$ cat src/rtl/ps2_pkg.sv
// Shared constants and types for the PS/2 key tracker.
// Prefix and key scancodes, the queued event layout and the parser state encoding.
package ps2_pkg;

    localparam logic [7:0] SC_EXT  = 8'hE0;
    localparam logic [7:0] SC_BRK  = 8'hF0;
    localparam logic [7:0] SC_UP   = 8'h75;
    localparam logic [7:0] SC_DOWN = 8'h72;
    localparam logic [7:0] SC_W    = 8'h1D;
    localparam logic [7:0] SC_S    = 8'h1B;

    // One key event as stored in the FIFO (10 bits: code, ext, brk)
    typedef struct packed {
        logic [7:0] code;
        logic       ext;
        logic       brk;
    } ps2_evt_t;

    typedef enum logic [1:0] {
        ST_IDLE    = 2'd0,
        ST_EXT     = 2'd1,
        ST_BRK     = 2'd2,
        ST_EXT_BRK = 2'd3
    } ps2_state_t;

    // Keyboard status/response bytes that never form part of a key sequence
    function automatic logic is_ignored(input logic [7:0] b);
        return (b == 8'h00) || (b == 8'hAA) || (b == 8'hFA) ||
               (b == 8'hFE) || (b == 8'hEE) || (b == 8'hFF);
    endfunction

endpackage

$ cat src/rtl/ps2_evt_fifo.sv
// Synchronous event FIFO with registered head, empty and full outputs.
// Pointers carry one extra wrap bit so full and empty are distinguishable.
// Handshake: an entry is presented while empty=0; it leaves when pop=1 in that
// cycle. A push while full is accepted only if a pop happens in the same cycle.
module ps2_evt_fifo #(
    parameter int DEPTH = 4,
    parameter int AW    = 2,
    parameter int W     = 10
) (
    input  logic         clock,
    input  logic         reset,
    input  logic         push,
    input  logic         pop,
    input  logic [W-1:0] din,
    output logic [W-1:0] dout,
    output logic         full,
    output logic         empty
);

    logic [W-1:0] mem [DEPTH];
    logic [AW:0]  wr_ptr, rd_ptr, wr_nxt, rd_nxt;
    logic         do_push, do_pop;

    // Accept/advance decisions and next pointer values
    always_comb begin
        do_pop  = pop & ~empty;
        do_push = push & (~full | do_pop);
        wr_nxt  = wr_ptr + {{AW{1'b0}}, do_push};
        rd_nxt  = rd_ptr + {{AW{1'b0}}, do_pop};
    end

    // Storage array write
    always_ff @(posedge clock) begin
        if (do_push) mem[wr_ptr[AW-1:0]] <= din;
    end

    // Pointers plus registered head/status derived from the next pointers
    always_ff @(posedge clock) begin
        if (reset) begin
            wr_ptr <= '0;
            rd_ptr <= '0;
            empty  <= 1'b1;
            full   <= 1'b0;
            dout   <= '0;
        end else begin
            wr_ptr <= wr_nxt;
            rd_ptr <= rd_nxt;
            empty  <= (wr_nxt == rd_nxt);
            full   <= (wr_nxt[AW] != rd_nxt[AW]) &&
                      (wr_nxt[AW-1:0] == rd_nxt[AW-1:0]);
            // The entry being written becomes the head when it lands at the read pointer
            if (do_push && (wr_ptr == rd_nxt)) dout <= din;
            else                               dout <= mem[rd_nxt[AW-1:0]];
        end
    end

endmodule

$ cat src/rtl/ps2_key_tracker.sv
// PS/2 scancode parser: turns E0/F0-prefixed byte sequences into make/break
// events, queues them, and tracks held flags for both paddles.
// Build option: TYPEMATIC_FILTER_EN drops repeated makes of already-held keys
// from the event queue (held flags behave the same either way).
// Event handshake: evt_* is valid while evt_vld=1; the head is consumed on a
// clock where evt_vld=1 and evt_rdy=1.
module ps2_key_tracker
    import ps2_pkg::*;
#(
    parameter int FIFO_DEPTH = 4,
    parameter int AW         = 2
) (
    input  logic       clock,
    input  logic       reset,
    input  logic [7:0] byte_in,
    input  logic       byte_vld,
    output logic [7:0] evt_code,
    output logic       evt_ext,
    output logic       evt_brk,
    output logic       evt_vld,
    input  logic       evt_rdy,
    output logic       p1_up,
    output logic       p1_down,
    output logic       p2_up,
    output logic       p2_down,
    output logic       ovf
);

    ps2_state_t state, state_nxt;
    ps2_evt_t   emit_evt, head;
    logic       emit, push, full, empty, repeat_make, drop;
    logic       hit_p1_up, hit_p1_down, hit_p2_up, hit_p2_down;

    // Parser state register
    always_ff @(posedge clock) begin
        if (reset) state <= ST_IDLE;
        else       state <= state_nxt;
    end

    // Parser next state and event emission; only a byte strobe moves the parser
    always_comb begin
        state_nxt = state;
        emit      = 1'b0;
        emit_evt  = '{code: byte_in, ext: 1'b0, brk: 1'b0};
        if (byte_vld) begin
            if (is_ignored(byte_in)) begin
                state_nxt = ST_IDLE;
            end else begin
                unique case (state)
                    ST_IDLE: begin
                        if      (byte_in == SC_EXT) state_nxt = ST_EXT;
                        else if (byte_in == SC_BRK) state_nxt = ST_BRK;
                        else                        emit      = 1'b1;
                    end
                    ST_EXT: begin
                        if      (byte_in == SC_BRK) state_nxt = ST_EXT_BRK;
                        else if (byte_in == SC_EXT) state_nxt = ST_EXT;
                        else begin
                            emit         = 1'b1;
                            emit_evt.ext = 1'b1;
                            state_nxt    = ST_IDLE;
                        end
                    end
                    ST_BRK: begin
                        state_nxt = ST_IDLE;
                        if (byte_in != SC_EXT && byte_in != SC_BRK) begin
                            emit         = 1'b1;
                            emit_evt.brk = 1'b1;
                        end
                    end
                    ST_EXT_BRK: begin
                        state_nxt = ST_IDLE;
                        if (byte_in != SC_EXT && byte_in != SC_BRK) begin
                            emit         = 1'b1;
                            emit_evt.ext = 1'b1;
                            emit_evt.brk = 1'b1;
                        end
                    end
                    default: state_nxt = ST_IDLE;
                endcase
            end
        end
    end

    // Which tracked key (if any) the emitted event refers to
    always_comb begin
        hit_p1_up   = emit &  emit_evt.ext & (emit_evt.code == SC_UP);
        hit_p1_down = emit &  emit_evt.ext & (emit_evt.code == SC_DOWN);
        hit_p2_up   = emit & ~emit_evt.ext & (emit_evt.code == SC_W);
        hit_p2_down = emit & ~emit_evt.ext & (emit_evt.code == SC_S);
    end

`ifdef TYPEMATIC_FILTER_EN
    // Autorepeat makes of a key already held are not queued
    assign repeat_make = ~emit_evt.brk & ((hit_p1_up & p1_up) | (hit_p1_down & p1_down) |
                                          (hit_p2_up & p2_up) | (hit_p2_down & p2_down));
`else
    assign repeat_make = 1'b0;
`endif

    assign push = emit & ~repeat_make;
    assign drop = push & full & ~(evt_rdy & evt_vld);

    ps2_evt_fifo #(
        .DEPTH (FIFO_DEPTH),
        .AW    (AW),
        .W     (10)
    ) u_fifo (
        .clock (clock),
        .reset (reset),
        .push  (push),
        .pop   (evt_rdy),
        .din   (emit_evt),
        .dout  (head),
        .full  (full),
        .empty (empty)
    );

    assign evt_code = head.code;
    assign evt_ext  = head.ext;
    assign evt_brk  = head.brk;
    assign evt_vld  = ~empty;

    // Held flags: make sets and clears the opposite direction, break clears
    always_ff @(posedge clock) begin
        if (reset) begin
            p1_up   <= 1'b0;
            p1_down <= 1'b0;
            p2_up   <= 1'b0;
            p2_down <= 1'b0;
        end else begin
            if (hit_p1_up) begin
                p1_up <= ~emit_evt.brk;
                if (!emit_evt.brk) p1_down <= 1'b0;
            end
            if (hit_p1_down) begin
                p1_down <= ~emit_evt.brk;
                if (!emit_evt.brk) p1_up <= 1'b0;
            end
            if (hit_p2_up) begin
                p2_up <= ~emit_evt.brk;
                if (!emit_evt.brk) p2_down <= 1'b0;
            end
            if (hit_p2_down) begin
                p2_down <= ~emit_evt.brk;
                if (!emit_evt.brk) p2_up <= 1'b0;
            end
        end
    end

    // Sticky overflow: set when an event is lost to a full queue
    always_ff @(posedge clock) begin
        if (reset)     ovf <= 1'b0;
        else if (drop) ovf <= 1'b1;
    end

endmodule

$ cat config.mk
export PLATFORM = sky130hd
export DESIGN_NAME = ps2_key_tracker
export DESIGN_NICKNAME = d
export VERILOG_FILES = /design/src/rtl/ps2_pkg.sv /design/src/rtl/ps2_evt_fifo.sv /design/src/rtl/ps2_key_tracker.sv
export SDC_FILE = /design/constraint.sdc
export NUM_CORES = 1
export LEC_CHECK = 0
export ABC_AREA = 1
export CORE_MARGIN = 10
export CORE_UTILIZATION = 45
export DETAILED_ROUTE_END_ITERATION = 6
export PLACE_DENSITY = 0.7
export SLEW_MARGIN = 20
export SYNTH_ARGS = -nofsm -noshare
export SYNTH_HDL_FRONTEND = slang
export SYNTH_HIERARCHICAL = 1
export SYNTH_SLANG_ARGS = --single-unit
$ cat constraint.sdc
create_clock -name clock -period 6.1 [get_ports clock]
set_input_delay 0.61 -clock clock [delete_from_list [all_inputs] [get_ports clock]]
set_output_delay 0.61 -clock clock [all_outputs]
set_load 0.02 [all_outputs]
Yosys cells after proc, flatten, opt, wreduce, memory -nomap -nowiden
Memories as Yosys holds them, arrays and structs flattened.
Index checks and enable logic that the tools add are counted.
Storage, ports and cells
  flip-flop bits (word level): 25
  bits in writable memories: 40
  input port bits: 12
  logic and storage cells: 102
  memories: 1
Cells by class
  add/sub/neg operators: 2
  equal/unequal tests: 23
  mux-type cells: 33
  bitwise logic cells: 16
  reductions and logical operators: 16
Memory list
  u_fifo.mem: depth 4, width 10, read ports 1, clocked after Yosys merged registers in 0, wr ports 1, RTL line ps2_evt_fifo.sv:20  | logic [W-1:0] mem [DEPTH];
Operators with widths (count)
  == test 8 bit, second input constant: 7
  two-way mux 1 bit: 21
  == test 8 x 5 -> 1 bit, second input constant: 2
  == test 8 x 7 -> 1 bit, second input constant: 2
  != test 8 bit, second input constant: 2
  two-way mux 2 bit: 7
  bitwise AND 1 bit: 10
  two-way mux 10 bit: 1
  zero test 8 bit: 1
  adder 3 x 1 -> 3 bit: 2
  == test 3 bit: 2
  one-hot mux 2 bit (3 select lines): 1
  AND reduction 2 bit: 3
  logical OR 1 bit: 5
  inverter 1 bit: 5
  == test 2 bit, second input constant: 2
  != test 2 x 1 -> 1 bit, second input constant: 2
  != test 4 bit, second input constant: 1
  one-hot mux 1 bit (2 select lines): 2
  nonzero test 2 bit: 2
  logical AND 1 bit: 3
  one-hot mux 1 bit (3 select lines): 1
  == test 2 x 1 -> 1 bit, second input constant: 1
  == test 2 bit: 1
  4 further kinds: 4

Depth between registers and ports, before layout
  depth in word-level cells: 14
  gate-level depth with buffers: 16
  gate-level depth less buffers: 16

By module
Netlist, hierarchy kept.
By module, submodules not included
  ps2_evt_fifo: instances 1, cells each 240, area each 2416.1 µm², seq. area each 1561.5 µm²
  ps2_key_tracker: instances 1, cells each 106, area each 673.1 µm², seq. area each 140.1 µm²

Worst setup path before layout
No wires, ideal clock.
  path type: input to register
  from: in byte_in[7]
  to: mem u_fifo.mem[0][0], enable pin
  setup time: 0.390 ns
  data arrival time: 2.357 ns
  path slack: 3.353 ns
  stages on the path: 11
  cells stage by stage: inv_1 -> nor2_1 -> nand2_1 -> a21oi_4 -> nor2_4 -> nand2_4 -> nor2_8 -> inv_1 -> a21oi_4 -> inv_1 -> nor3_1
Between the ends
  word-level cells in the longest chain between the ends: 11
  elaborated cells on any way between the ends: 27
  those cells by class: eq/ne: 9; mux: 10; bitwise: 1; reduce/logical: 7
RTL lines
  from (decl): RTL line ps2_key_tracker.sv:15  | input logic [7:0] byte_in,
  parallel branches: the longest is 6 deep, another holds == test 8 bit
  two-way mux 1 bit (*): RTL line ps2_key_tracker.sv:46  | if (is_ignored(byte_in)) begin
  two-way mux 1 bit (*): RTL line ps2_key_tracker.sv:45  | if (byte_vld) begin
  named net emit: RTL line ps2_key_tracker.sv:31  | logic emit, push, full, empty, repeat_make, drop;
  bitwise AND 1 bit (*): RTL line ps2_evt_fifo.sv:27  | do_push = push & (~full | do_pop);
  two-way mux 1 bit (*): RTL line ps2_evt_fifo.sv:34  | if (do_push) mem[wr_ptr[AW-1:0]] <= din;
  two-way mux 1 bit (not written as such) (*): RTL line ps2_evt_fifo.sv:34
  to (decl): RTL line ps2_evt_fifo.sv:20
Mark *: on every way through the listed nets, which the timed path passes.

Worst setup path in the final report
  from: in byte_in[2]
  to: mem u_fifo.mem[2][7], enable pin
The elaborated chain is that of the path after synthesis.

==> flow_metrics.tcl <==
set metrics [dict create \
    cts_made_buffers 9 \
    maxSlewViolCount 0 \
    start_util 0.460 \
    cts_hold_buf 0 \
    final-hold-violation-count 0 \
    setup_viol 0 \
    clkTransAtPathRegs_ns 0.07 \
    yosysWarnings 6 \
    grt_pass1_vias 2328 \
    cts_resized 0 \
    hold_ws_ns 0.460 \
    yosysSeqAreaShare 0.551 \
    core_um2 6720 \
    syn-instance-count 346 \
    ys_ff_latch 65 \
    dp_hpwl_um 4750 \
    pwr-share-comb 0.231 \
    portBuffers 27 \
    synthTopCellsByArea "edfxtp_1 (39%), dfxtp_1 (16%), nand2_1 (9.0%)" \
    tritoncts "yes" \
    met2WireLength_um 3290 \
    top_layer_used "met4" \
    finClkSkew_ns 0.00999 \
    regArea_um2 1700 \
    drt_pre_antenna_iters 6 \
    root_buffer "clkbuf_8" \
    max_clock_freq_ghz 0.305 \
    crit_path_top_delay_cell "clkdlybuf4s50_1" \
    max_stage_delay_ns 0.68 \
    crit_family "buffers and inverters" \
    finalWorstSetupSlack_ns 2.82 \
    met3_length_um 547 \
    first_iter_violations 192 \
    synth_most_common_cell "nand2_1" \
    grt-ovfl-total 0 \
    hp-class "reg2reg" \
    wl_um 6760 \
    power_density_nw_per_um2 304 \
    ys.flop_type "edfxtp_1" \
    drive_above_1_share 0.138 \
    synth_edf_count 40 \
    chipWidth_um 103 \
    vdd_ir_drop_max_mv 0.111 \
    p_leak_nw 1.48 \
    finalSetupTns_ns 0 \
    dieArea_um2 10600 \
    grt_pass1_wl_um 11200 \
    antenna_found_initial 0 \
    core.rowCount 30 \
    netlist_top_cells_count "nand2_1 (74), nor2_1 (59), inv_1 (42)" \
    place_congestion 0.893 \
    p_int_mw 0.753 \
    cts.sinks 65 \
    dp_slack_ns 2.43 \
    ios 28 \
    fin_total_pwr_mw 1.10 \
    layout.nets 394 \
    fin_crit_ns 3.28 \
    diodes 0 \
    fill_cells 579 \
    cp_cell_sequence "clkdlybuf4s50_1 -> inv_2 -> nand2_1 -> nor2_1 -> inv_1 -> a21oi_4 -> nor2_4 -> nand2_4 -> nor2_8 -> inv_1 -> a21oi_4 -> inv_1 -> nor3_1 -> buf_4" \
    worst-path-buf-inv 6 \
    h-tree-depth 3 \
    wire_per_inst_um 14.6 \
    clockBufferDepth 2 \
    p_sw_mw 0.344 \
    drt-vias-per-instance 5.12 \
    path_common_cell "inv_1" \
    cp-end-kind "flip-flop" \
    ant_nets 0 \
    clock_power_share 0.301 \
    avgSynthCellArea_um2 8.93 \
    synthesis.area_um2 3090 \
    syn2layout_area_growth_pct 17.0 \
    multiInputGateArea_um2 1140 \
    track_usage 0.138 \
    crit_path_max_fanout 7 \
    via_count 2371 \
    finish.utilization 0.538 \
    yosys.area.top_type_share 0.389 \
    die_h_um 103 \
    clk_latency_ns 0.35 \
    cap_violations 0 \
    start_kind "primary input" \
    tightest_slew_ns 0.988 \
    fin_crit_sh 0.538 \
    synth_fp_nets 362 \
    post_cts_buffers 0 \
    drt-met1-wl_um 2790 \
    synth_cell_types 36 \
    relSlewSlack 0.341 \
    grt_max_degree 31 \
    synthArstFlopShare 0 \
    yosysTopAreaCell "edfxtp_1" \
    path_class "in2reg" \
    rsz0062_at_grt "false" \
    drc 0 \
    p_seq_frac 0.468 \
    status "finished clean" \
    cp.arrival_ns 3.34 \
    required_ns 6.16 \
    swShare 0.314 \
]
[flip-flops by register name (all words and copies together) (netlist names), 2 cells and up]
| signal | flops |
|---|---|
| state | 2 |
| u_fifo/wr_ptr | 3 |
| u_fifo/mem | 40 |
| u_fifo/dout | 10 |
| u_fifo/rd_ptr | 3 |
[logic make-up after synthesis]
family | Yosys count | share of synthesized area
AND/OR/NAND/NOR | 178 | 0.271
flip-flops | 65 | 0.551
buffers and inverters | 61 | 0.0814
AO/OA/AOI/OAI | 36 | 0.0753
adder cells (fa/ha/maj) | 4 | 0.0162
XOR/XNOR | 2 | 0.00567
[area by class of cell]
cell class                 count  share of cell area
inverter                      52              0.0547
sequential                    65               0.471
clock buffer                  10              0.0381
clock inverter                 6              0.0118
multi-input combinational    220               0.316
timing repair buffer          30              0.0810
tap                           80              0.0277
[worst min-delay path, stage by stage, from the launching register on]
cell and delay (ns):
dfxtp_1 0.31, inv_1 0.05, a21oi_1 0.05
[through the flow]
step	cell area (µm²)	std cells
2_1_floorplan	3090	346
3_3_place_gp	3430	447
3_5_place_dp	3430	447
4_1_cts	3610	463
5_1_grt	3610	463
6_report	3610	463
[layer usage]
layer / vias up / track usage
met4: 0 / 0.0717
met3: 12 / 0.0328
met2: 76 / 0.232
li1: 1186 / -
met1: 1097 / 0.161
met5: - / 0
[power groups by stage]
| stage | Combinational, mW | Clock [mW] | Sequential, mW |
|---|---|---|---|
| 6_report | 0.254 | 0.330 | 0.513 |
| 3_5_place_dp | 0.255 | 0 | 0.523 |
| 2_1_floorplan | 0.155 | 0 | 0.541 |
| 5_1_grt | 0.284 | 0.360 | 0.517 |
| 3_3_place_gp | 0.251 | 0 | 0.522 |
| 4_1_cts | 0.255 | 0.339 | 0.513 |
[cell usage in the layout, fill, tap and decap left out, types with 3 or more instances in the layout]
cell,Yosys,final
ha_1,4,4
nand2_2,5,5
buf_4,2,3
nand4_1,10,10
nand2_4,3,3
nor2_2,3,3
nor2_4,3,3
nor2_1,59,59
nor3_1,7,6
a21oi_1,6,6
o21ai_0,14,14
nand3_1,6,6
o22ai_1,3,3
edfxtp_1,40,40
dfxtp_1,25,25
nand2_1,74,74
inv_2,9,9
o211ai_1,7,7
clkbuf_8,0,10
clkdlybuf4s50_1,0,27
inv_1,42,42
[final timing paths]
check / from / end / slack [ns] / cells after the start
setup / recovery: byte_in[2] / u_fifo/mem[2][7] / 2.82 / 14
hold / removal: ovf / ovf / 0.46 / 2
setup reg to reg: u_fifo/empty / u_fifo/dout[5] / 3.32 / 12
hold reg to reg: ovf / ovf / 0.46 / 2
Power figures use the tool's default switching activity.
